--- src/rtl/pwm_mix_out_if.sv ---
// Interface bundling the voice-mix inputs and the PWM outputs of pwm_mix_out.
// When MIX_PEAK_EN is defined it also carries the peak-hold clear and readback.
interface pwm_mix_out_if #(
    parameter int SAMPLE_W = 7,
    parameter int PWM_W    = 9
);
    logic                ena;
    logic [SAMPLE_W-1:0] sample1;
    logic [SAMPLE_W-1:0] sample2;
    logic [SAMPLE_W-1:0] sample3;
    logic [SAMPLE_W-1:0] sample4;
    logic [3:0]          voice_en;
    logic [7:0]          atten;
    logic                pwm_out;
    logic                frame_strobe;
`ifdef MIX_PEAK_EN
    logic                peak_clr;
    logic [PWM_W-1:0]    peak_level;

    modport master (
        output ena, sample1, sample2, sample3, sample4, voice_en, atten, peak_clr,
        input  pwm_out, frame_strobe, peak_level
    );
    modport slave (
        input  ena, sample1, sample2, sample3, sample4, voice_en, atten, peak_clr,
        output pwm_out, frame_strobe, peak_level
    );
`else
    modport master (
        output ena, sample1, sample2, sample3, sample4, voice_en, atten,
        input  pwm_out, frame_strobe
    );
    modport slave (
        input  ena, sample1, sample2, sample3, sample4, voice_en, atten,
        output pwm_out, frame_strobe
    );
`endif
endinterface

--- src/rtl/pwm_mix_out.sv ---
// pwm_mix_out: sums four attenuated voice samples, one voice per clock at the
// start of each PWM frame, and plays the previous frame's sum as the duty of a
// single-bit PWM output. The duty only changes at frame boundaries.
// Optional feature macro: MIX_PEAK_EN adds a running-maximum peak register of
// the duty with a synchronous clear.
module pwm_mix_out #(
    parameter int SAMPLE_W = 7,
    parameter int PWM_W    = 9
) (
    input  logic          clk,
    input  logic          rst_n,
    pwm_mix_out_if.slave  bus
);

    logic [PWM_W-1:0] r_cnt;
    logic [PWM_W-1:0] r_acc;
    logic [PWM_W-1:0] r_duty;
    logic             r_pwm;
    logic             r_strobe;

    logic [PWM_W-1:0] w_contrib;
    logic [PWM_W-1:0] w_acc_next;
    logic             w_acc_win;
    logic             w_frame_end;

    // Gated, shifted and zero-extended contribution of one voice.
    function automatic logic [PWM_W-1:0] contrib_f(
        input logic                en,
        input logic [SAMPLE_W-1:0] smp,
        input logic [1:0]          sh
    );
        logic [SAMPLE_W-1:0] shifted;
        shifted = smp >> sh;
        return en ? PWM_W'(shifted) : '0;
    endfunction

    assign w_acc_win   = (r_cnt < PWM_W'(4));
    assign w_frame_end = (r_cnt == '1);

    // Pick the voice whose accumulation slot is the current counter value.
    always_comb begin
        w_contrib = '0;
        case (r_cnt[1:0])
            2'd0:    w_contrib = contrib_f(bus.voice_en[0], bus.sample1, bus.atten[1:0]);
            2'd1:    w_contrib = contrib_f(bus.voice_en[1], bus.sample2, bus.atten[3:2]);
            2'd2:    w_contrib = contrib_f(bus.voice_en[2], bus.sample3, bus.atten[5:4]);
            default: w_contrib = contrib_f(bus.voice_en[3], bus.sample4, bus.atten[7:6]);
        endcase
    end

    // Slot 0 restarts the sum; slots 1..3 add onto it.
    assign w_acc_next = (r_cnt == '0) ? w_contrib : (r_acc + w_contrib);

    // Frame counter, sequential mix, duty load and registered PWM compare.
    always_ff @(posedge clk or negedge rst_n) begin
        if (!rst_n) begin
            r_cnt    <= '0;
            r_acc    <= '0;
            r_duty   <= '0;
            r_pwm    <= 1'b0;
            r_strobe <= 1'b0;
        end else begin
            r_strobe <= 1'b0;
            r_pwm    <= 1'b0;
            if (bus.ena) begin
                r_cnt <= r_cnt + PWM_W'(1);
                r_pwm <= (r_cnt < r_duty);
                if (w_acc_win) begin
                    r_acc <= w_acc_next;
                end
                if (w_frame_end) begin
                    r_duty   <= r_acc;
                    r_strobe <= 1'b1;
                end
            end
        end
    end

    assign bus.pwm_out      = r_pwm;
    assign bus.frame_strobe = r_strobe;

`ifdef MIX_PEAK_EN
    logic [PWM_W-1:0] r_peak;

    // Running maximum of every loaded duty; clear wins over a same-cycle load.
    always_ff @(posedge clk or negedge rst_n) begin
        if (!rst_n) begin
            r_peak <= '0;
        end else if (bus.peak_clr) begin
            r_peak <= '0;
        end else if (bus.ena && w_frame_end && (r_acc > r_peak)) begin
            r_peak <= r_acc;
        end
    end

    assign bus.peak_level = r_peak;
`endif

endmodule

--- src/flat_wrapper.sv ---
// flat-port wrapper written by rule: the top's interface ports become plain ports
module pwm_mix_out_flat 
#(
    parameter int SAMPLE_W = 7,
    parameter int PWM_W    = 9
)
  (clk, rst_n, bus_ena, bus_sample1, bus_sample2, bus_sample3, bus_sample4, bus_voice_en, bus_atten, bus_pwm_out, bus_frame_strobe);
  pwm_mix_out_if #(.SAMPLE_W(SAMPLE_W), .PWM_W(PWM_W)) bus_i ();
  input  logic clk;
  input  logic rst_n;
  input wire logic [$bits(bus_i.ena)-1:0] bus_ena;
  input wire logic [$bits(bus_i.sample1)-1:0] bus_sample1;
  input wire logic [$bits(bus_i.sample2)-1:0] bus_sample2;
  input wire logic [$bits(bus_i.sample3)-1:0] bus_sample3;
  input wire logic [$bits(bus_i.sample4)-1:0] bus_sample4;
  input wire logic [$bits(bus_i.voice_en)-1:0] bus_voice_en;
  input wire logic [$bits(bus_i.atten)-1:0] bus_atten;
  output wire logic [$bits(bus_i.pwm_out)-1:0] bus_pwm_out;
  output wire logic [$bits(bus_i.frame_strobe)-1:0] bus_frame_strobe;
  assign bus_i.ena = bus_ena;
  assign bus_i.sample1 = bus_sample1;
  assign bus_i.sample2 = bus_sample2;
  assign bus_i.sample3 = bus_sample3;
  assign bus_i.sample4 = bus_sample4;
  assign bus_i.voice_en = bus_voice_en;
  assign bus_i.atten = bus_atten;
  assign bus_pwm_out = bus_i.pwm_out;
  assign bus_frame_strobe = bus_i.frame_strobe;
  pwm_mix_out #(.SAMPLE_W(SAMPLE_W), .PWM_W(PWM_W)) u_core (.clk(clk), .rst_n(rst_n), .bus(bus_i));
endmodule
--- config.mk ---
export PLATFORM = sky130hd
export DESIGN_NAME = pwm_mix_out_flat
export DESIGN_NICKNAME = d
export VERILOG_FILES = /design/src/rtl/pwm_mix_out_if.sv /design/src/rtl/pwm_mix_out.sv /design/src/flat_wrapper.sv
export SDC_FILE = /design/constraint.sdc
export NUM_CORES = 1
export LEC_CHECK = 0
export ABC_AREA = 1
export CAP_MARGIN = 5
export CORE_UTILIZATION = 40
export CTS_CLUSTER_DIAMETER = 50
export DETAILED_ROUTE_END_ITERATION = 8
export PLACE_DENSITY_LB_ADDON = 0.1
export SETUP_SLACK_MARGIN = 0.2
export SYNTH_ARGS = -nofsm -noshare
export SYNTH_HDL_FRONTEND = slang
export SYNTH_SLANG_ARGS = --single-unit
--- constraint.sdc ---
create_clock -name clk -period 5.35 [get_ports clk]
set_clock_uncertainty 0.05 [all_clocks]
set_input_delay 0.8025 -clock clk [delete_from_list [all_inputs] [get_ports clk]]
set_output_delay 0.8025 -clock clk [all_outputs]
set_load 0.02 [all_outputs]
**Yosys cells after proc, flatten, opt, wreduce, memory -nomap -nowiden**

Index checks and enable logic that the tools add are counted.

- Order comparisons: 2
- Shift operators: 4
- Mux-type cells: 9
- $add $sub $neg: 2
- Equality and inequality tests: 3
- Reduce and logical (&&, ||, !) cells: 4

Operator list:

| kind | count |
|---|---|
| 7-bit two-way mux | 4 |
| 7-bit by 2-bit >> shifter with 7-bit output | 4 |
| 9-bit one-hot mux with 3 select lines | 1 |
| 9-bit by 1-bit adder with 9-bit output (second input constant) | 1 |
| 9-bit adder | 1 |
| 9-bit == test (second input constant) | 1 |
| 9-bit zero test | 1 |
| 9-bit by 3-bit less-than comparator with 1-bit output (second input constant) | 1 |
| 9-bit less-than comparator | 1 |
| 9-bit two-way mux | 1 |
| 2-bit AND reduction | 2 |
| 1-bit two-way mux | 3 |
| 2-bit by 1-bit == test with 1-bit output (second input constant) | 1 |
| 2-bit == test (second input constant) | 1 |
| 2-bit zero test | 1 |

- Word-level logic and storage cells: 29
- Bits in registers: 29
- Output and inout bits: 2
- Bits of input ports: 43

**Logic depth before layout (Yosys ltp)**

- Depth in word-level cells: 5
- Gate-level depth with buffers: 20

**Worst setup path before layout**

OpenSTA, ideal clock, no wires.

- Kind: input port to flip-flop
- From: input port bus_atten[4]
- To: register u_core.r_acc[4]
- Arrival: 2.577 ns
- Stages on the path: 18
- Library setup time: 0.077 ns
- Required time: 5.223 ns
- Path slack: 2.646 ns
- Path buffers: 1
- Cells stage by stage: buf_2 -> inv_1 -> nand2_1 -> nand2_1 -> and2_1 -> nor2_1 -> nand2_1 -> nand2_1 -> inv_1 -> ha_1 -> fa_1 -> nand2_1 -> nand2_1 -> nand2_1 -> nand3_1 -> nand2_1 -> inv_1 -> a21oi_1

- Word-level cells in the longest chain between the ends: 5

Ends and longest elaborated chain:

| what | RTL line | source |
|---|---|---|
| start: declaration | flat_wrapper.sv:17 | `input wire logic [$bits(bus_i.atten)-1:0] bus_atten;` |
| 7-bit by 2-bit >> shifter with 7-bit output (*) | pwm_mix_out.sv:33 | `shifted = smp >> sh;` |
| 7-bit two-way mux (*) | pwm_mix_out.sv:34 | `return en ? PWM_W'(shifted) : '0;` |
| 9-bit one-hot mux with 3 select lines (*) | pwm_mix_out.sv:43 | `case (r_cnt[1:0])` |
| 9-bit adder | pwm_mix_out.sv:52 | `assign w_acc_next = (r_cnt == '0) ? w_contrib : (r_acc + w_contrib);` |
| 9-bit two-way mux (*) | pwm_mix_out.sv:52 |  |
| end signal: assignment | pwm_mix_out.sv:69 | `r_acc <= w_acc_next;` |
| end: declaration | pwm_mix_out.sv:16 | `logic [PWM_W-1:0] r_acc;` |

Every way passes the cells marked *; elsewhere a longest branch is shown, timed or not.
A chain may end at the register's enable or synchronous reset.

**Worst setup path after layout**

- From: input port bus_atten[4]
- To: register u_core.r_acc[6]

Same word-level chain as after synthesis.

==> report_table.html <==
<table>
<tr><th>Metric</th><th>Value</th></tr>
<tr><th colspan="2">Status</th></tr>
<tr><td>Result of the run</td><td>finished, final reports clean</td></tr>
<tr><th colspan="2">STA</th></tr>
<tr><td>Setup-failing EPs final</td><td>0</td></tr>
<tr><td>Hold_ws</td><td>0.448 ns</td></tr>
<tr><td>Maximum operating frequency</td><td>0.310 GHz</td></tr>
<tr><td>Summed negative setup slack over all endpoints</td><td>0 ns</td></tr>
<tr><td>Final slew viol count</td><td>0</td></tr>
<tr><td>Final critical delay including setup and external delays</td><td>approximately 3.2 ns</td></tr>
<tr><td>Worst slew margin</td><td>0.593</td></tr>
<tr><td>Pin slew with the least headroom to its limit</td><td>0.605 ns</td></tr>
<tr><td>Setup repair after global routing missed its margin</td><td>no</td></tr>
<tr><td>Period Utilization, post-route</td><td>0.604</td></tr>
<tr><td>Final hold violation count</td><td>0</td></tr>
<tr><th colspan="2">Flow run</th></tr>
<tr><td>Max-cap violation count</td><td>0</td></tr>
<tr><th colspan="2">GRT</th></tr>
<tr><td>Pin count of the biggest net entering global routing</td><td>30</td></tr>
<tr><td>Global-route wire length before repair</td><td>11,900 um</td></tr>
<tr><td>Number of antenna violations at the first check in global routing</td><td>0</td></tr>
<tr><td>Congestion Overflow GR</td><td>0</td></tr>
<tr><td>Vias in the first global route</td><td>2,708</td></tr>
<tr><td>Total routing resource utilization after global routing</td><td>0.207</td></tr>
<tr><th colspan="2">Min path</th></tr>
<tr><td>Hold Path Depth</td><td>2</td></tr>
<tr><td>Class of the tightest hold or removal check</td><td>reg2reg</td></tr>
<tr><th colspan="2">Die</th></tr>
<tr><td>Chip height</td><td>around 83 um</td></tr>
<tr><td>Number of rows in the core area</td><td>29</td></tr>
<tr><td>Chip Width</td><td>between 80 and 90 um</td></tr>
<tr><td>Die ar.</td><td>6960 um2</td></tr>
<tr><td>Initial core utilization</td><td>0.415</td></tr>
<tr><td>Area of the core</td><td>6390 um2</td></tr>
<tr><td>I/O pin count</td><td>45</td></tr>
<tr><th colspan="2">Cells and area</th></tr>
<tr><td>Final instance area</td><td>3240 um2</td></tr>
<tr><td>Number of antenna cells inserted</td><td>0</td></tr>
<tr><td>Net count, final</td><td>552</td></tr>
<tr><td>Share of cells above drive strength 1</td><td>0.0266</td></tr>
<tr><td>Post-layout util</td><td>0.508</td></tr>
<tr><td>Area overhead of the layout relative to synthesis</td><td>22.3%</td></tr>
<tr><th colspan="2">CTS</th></tr>
<tr><td>Clock Pin Slew Worst Setup and Hold Paths</td><td>0.07 ns</td></tr>
<tr><td>Cts hold-fix bufs</td><td>0</td></tr>
<tr><td>Maximum root-to-sink buffer count</td><td>2</td></tr>
<tr><td>Clock latency at the later pin of the worst-skew pair</td><td>0.28 ns</td></tr>
<tr><td>H-tree levels</td><td>2</td></tr>
<tr><td>Gates resized, CTS repair</td><td>0</td></tr>
<tr><td>Post-CTS setup buffers</td><td>0</td></tr>
<tr><td>TritonCTS sink count</td><td>29</td></tr>
<tr><td>Clock tree from TritonCTS</td><td>built</td></tr>
<tr><td>CTS Buf Count</td><td>5</td></tr>
<tr><td>Root Buffer</td><td>clkbuf_8</td></tr>
<tr><th colspan="2">Yosys</th></tr>
<tr><td>Net count of the mapped netlist</td><td>between 500 and 600</td></tr>
<tr><td>Adder-cell share of the synthesized area</td><td>0.102</td></tr>
<tr><td>Post-synthesis share of cell area spent on xor and xnor gates</td><td>0.0231</td></tr>
<tr><td>Synthesized area per cell</td><td>5.99 um2</td></tr>
<tr><td>Count of yosys warnings during synthesis</td><td>0</td></tr>
<tr><td>Synth Area in Compound Gates</td><td>0.0797</td></tr>
<tr><td>Synth Area in Simple Gates</td><td>0.429</td></tr>
<tr><td>Register bit count reported by yosys</td><td>29</td></tr>
<tr><td>Sequential-to-total area share from yosys stat</td><td>0.274</td></tr>
<tr><td>Post-synthesis mux area share</td><td>0</td></tr>
<tr><td>Cell area after synthesis</td><td>between 2000 and 3000 um2</td></tr>
<tr><td>Dominant combinational cell family by area after synthesis</td><td>simple AND/OR/NAND/NOR gates</td></tr>
<tr><td>Synthesized instance count</td><td>about 440</td></tr>
<tr><td>Number of library cell types mapped by synthesis</td><td>27</td></tr>
<tr><th colspan="2">Critical path</th></tr>
<tr><td>Critical Path AT</td><td>3.35 ns</td></tr>
<tr><td>Critical path capture point type</td><td>flop</td></tr>
<tr><td>Start-to-end type of the worst setup path</td><td>in2reg</td></tr>
<tr><td>Highest fanout seen on the critical path</td><td>8</td></tr>
<tr><td>Required time reported for the critical path endpoint</td><td>5.47 ns</td></tr>
<tr><td>Reg2Reg Setup Slack</td><td>2.51 ns</td></tr>
<tr><td>Critical path launch point type</td><td>input pin</td></tr>
<tr><td>Number of cell instances on the worst register-to-register path</td><td>14</td></tr>
<tr><th colspan="2">Power</th></tr>
<tr><td>VDD IR-drop max</td><td>0.185 mV</td></tr>
<tr><td>Pwr Density</td><td>312 nW/um2</td></tr>
<tr><td>Leakage</td><td>1.81 nW</td></tr>
<tr><th colspan="2">Drt</th></tr>
<tr><td>DR vias/cell</td><td>around 4.8</td></tr>
<tr><td>Total Wirelength</td><td>roughly 6700 um</td></tr>
<tr><td>Initial DRC count</td><td>around 130</td></tr>
<tr><td>Total number of vias</td><td>~2,700</td></tr>
<tr><td>DRC viols</td><td>0</td></tr>
<tr><td>Routed Antenna Nets</td><td>0</td></tr>
<tr><td>Count of TritonRoute iterations in the first routing pass</td><td>4</td></tr>
<tr><td>Routed len/inst</td><td>11.8 um</td></tr>
<tr><th colspan="2">Placement</th></tr>
<tr><td>Weighted congestion reported at the end of routability-driven placement</td><td>0.867</td></tr>
<tr><td>Post-detail-place hpwl</td><td>5560 um</td></tr>
<tr><td>Cell area after placement</td><td>approximately 3200 um2</td></tr>
<tr><td>Count of input and output buffers</td><td>between 40 and 50</td></tr>
</table>
layer usage:
| metal | share of wire | track usage |
|---|---|---|
| met4 | 0.011 | 0.0493 |
| met3 | 0.034 | 0.0239 |
| met5 | 0 | 0 |
| met1 | 0.47 | 0.263 |
| met2 | 0.49 | 0.373 |
stage by stage:
step	total power, mW	instances	setup slack (ns)
global route	1.13	566	1.84
floorplan	0.689	443	2.65
global placement	0.832	558	1.82
CTS	1.02	566	2.10
detailed placement	0.841	558	1.81
finish	1.01	566	2.12
power by group:
group          switching [mW]  total (mW)  internal, mW
logic                   0.301       0.505         0.204
clock network          0.0903       0.180        0.0897
registers              0.0530       0.328         0.275
total                   0.444        1.01         0.569
registers in the layout, indices dropped and copies added (netlist names):
name                     cells
u_core.r_duty                9
u_core.bus.frame_strobe      1
u_core.r_cnt                 9
u_core.bus.pwm_out           1
u_core.r_acc                 9
placed cells by master, fill, tap and decap left out:
master	instances
clkinvlp_4	1
clkinv_2	2
nor4_1	1
clkdlybuf4s50_1	44
clkbuf_8	5
nor3_2	1
clkinv_1	1
xor2_1	6
dfrtp_1	29
nand2_2	1
and2_1	2
o2111ai_1	1
a21boi_0	2
nand3_1	26
inv_2	2
nor3_1	2
xnor2_1	1
a21oi_1	16
fa_1	1
o21a_1	1
nor2_1	36
buf_4	1
inv_1	52
nand4_1	4
or2_1	1
o21ai_0	20
nand3b_1	2
ha_1	20
nand2_1	208
worst max-delay path, cell delays in order:
cell and delay [ns]:
clkdlybuf4s50_1 0.60, inv_1 0.15, nand2_1 0.09, nand2_1 0.06
and2_1 0.13, nor2_1 0.14, nand2_1 0.07, nand2_1 0.07
inv_1 0.05, ha_1 0.23, fa_1 0.43, nand3_1 0.15
nand3_1 0.08, nand2_1 0.07, nand3_1 0.06, nand3_1 0.11
nand2_1 0.05
cell type report:
class / instances / area [um2]
timing repair buffer: 45 / 448
inverter: 55 / 206
fill: 695 / 3140
clock inverter: 3 / 17.5
multi-input combinational: 352 / 1680
tap: 77 / 96.3
sequential: 29 / 726
clock buffer: 5 / 68.8
cell usage after synthesis:
library cell	number	area, um2
a21boi_0	2	15.0
a21oi_1	16	80.1
and2_1	2	12.5
buf_2	5	25.0
buf_6	1	11.3
clkbuf_1	1	3.75
clkinv_1	1	3.75
dfrtp_1	29	726
fa_1	1	20.0
ha_1	20	250
inv_1	52	195
inv_2	2	7.51
nand2_1	208	781
nand2_2	1	6.26
nand3_1	26	130
nand3b_1	2	15.0
nand4_1	4	25.0
nor2_1	36	135
nor3_1	2	10.0
nor3_2	1	10.0
nor4_1	1	6.26
o2111ai_1	1	8.76
o21a_1	1	7.51
o21ai_0	20	100
or2_1	1	6.26
xnor2_1	1	8.76
xor2_1	6	52.6
path summary, 6_finish.rpt:
path | start | endpoint
min in group asynchronous | rst_n | u_core.r_acc[1]
hold reg to reg | u_core.r_duty[8] | u_core.r_duty[8]
hold / removal | u_core.r_duty[8] | u_core.r_duty[8]
setup / recovery | bus_atten[4] | u_core.r_acc[6]
max in group asynchronous | rst_n | u_core.r_duty[3]
setup reg to reg | u_core.r_cnt[0] | u_core.r_acc[6]
kinds of logic after synthesis:
group                    count (synthesis)
AND/OR/NAND/NOR                        284
buffers and inverters                   62
AO/OA/AOI/OAI                           40
flip-flops                              29
adder cells (fa/ha/maj)                 21
XOR/XNOR                                 7
Note: power is estimated with default switching activity, not from simulation.
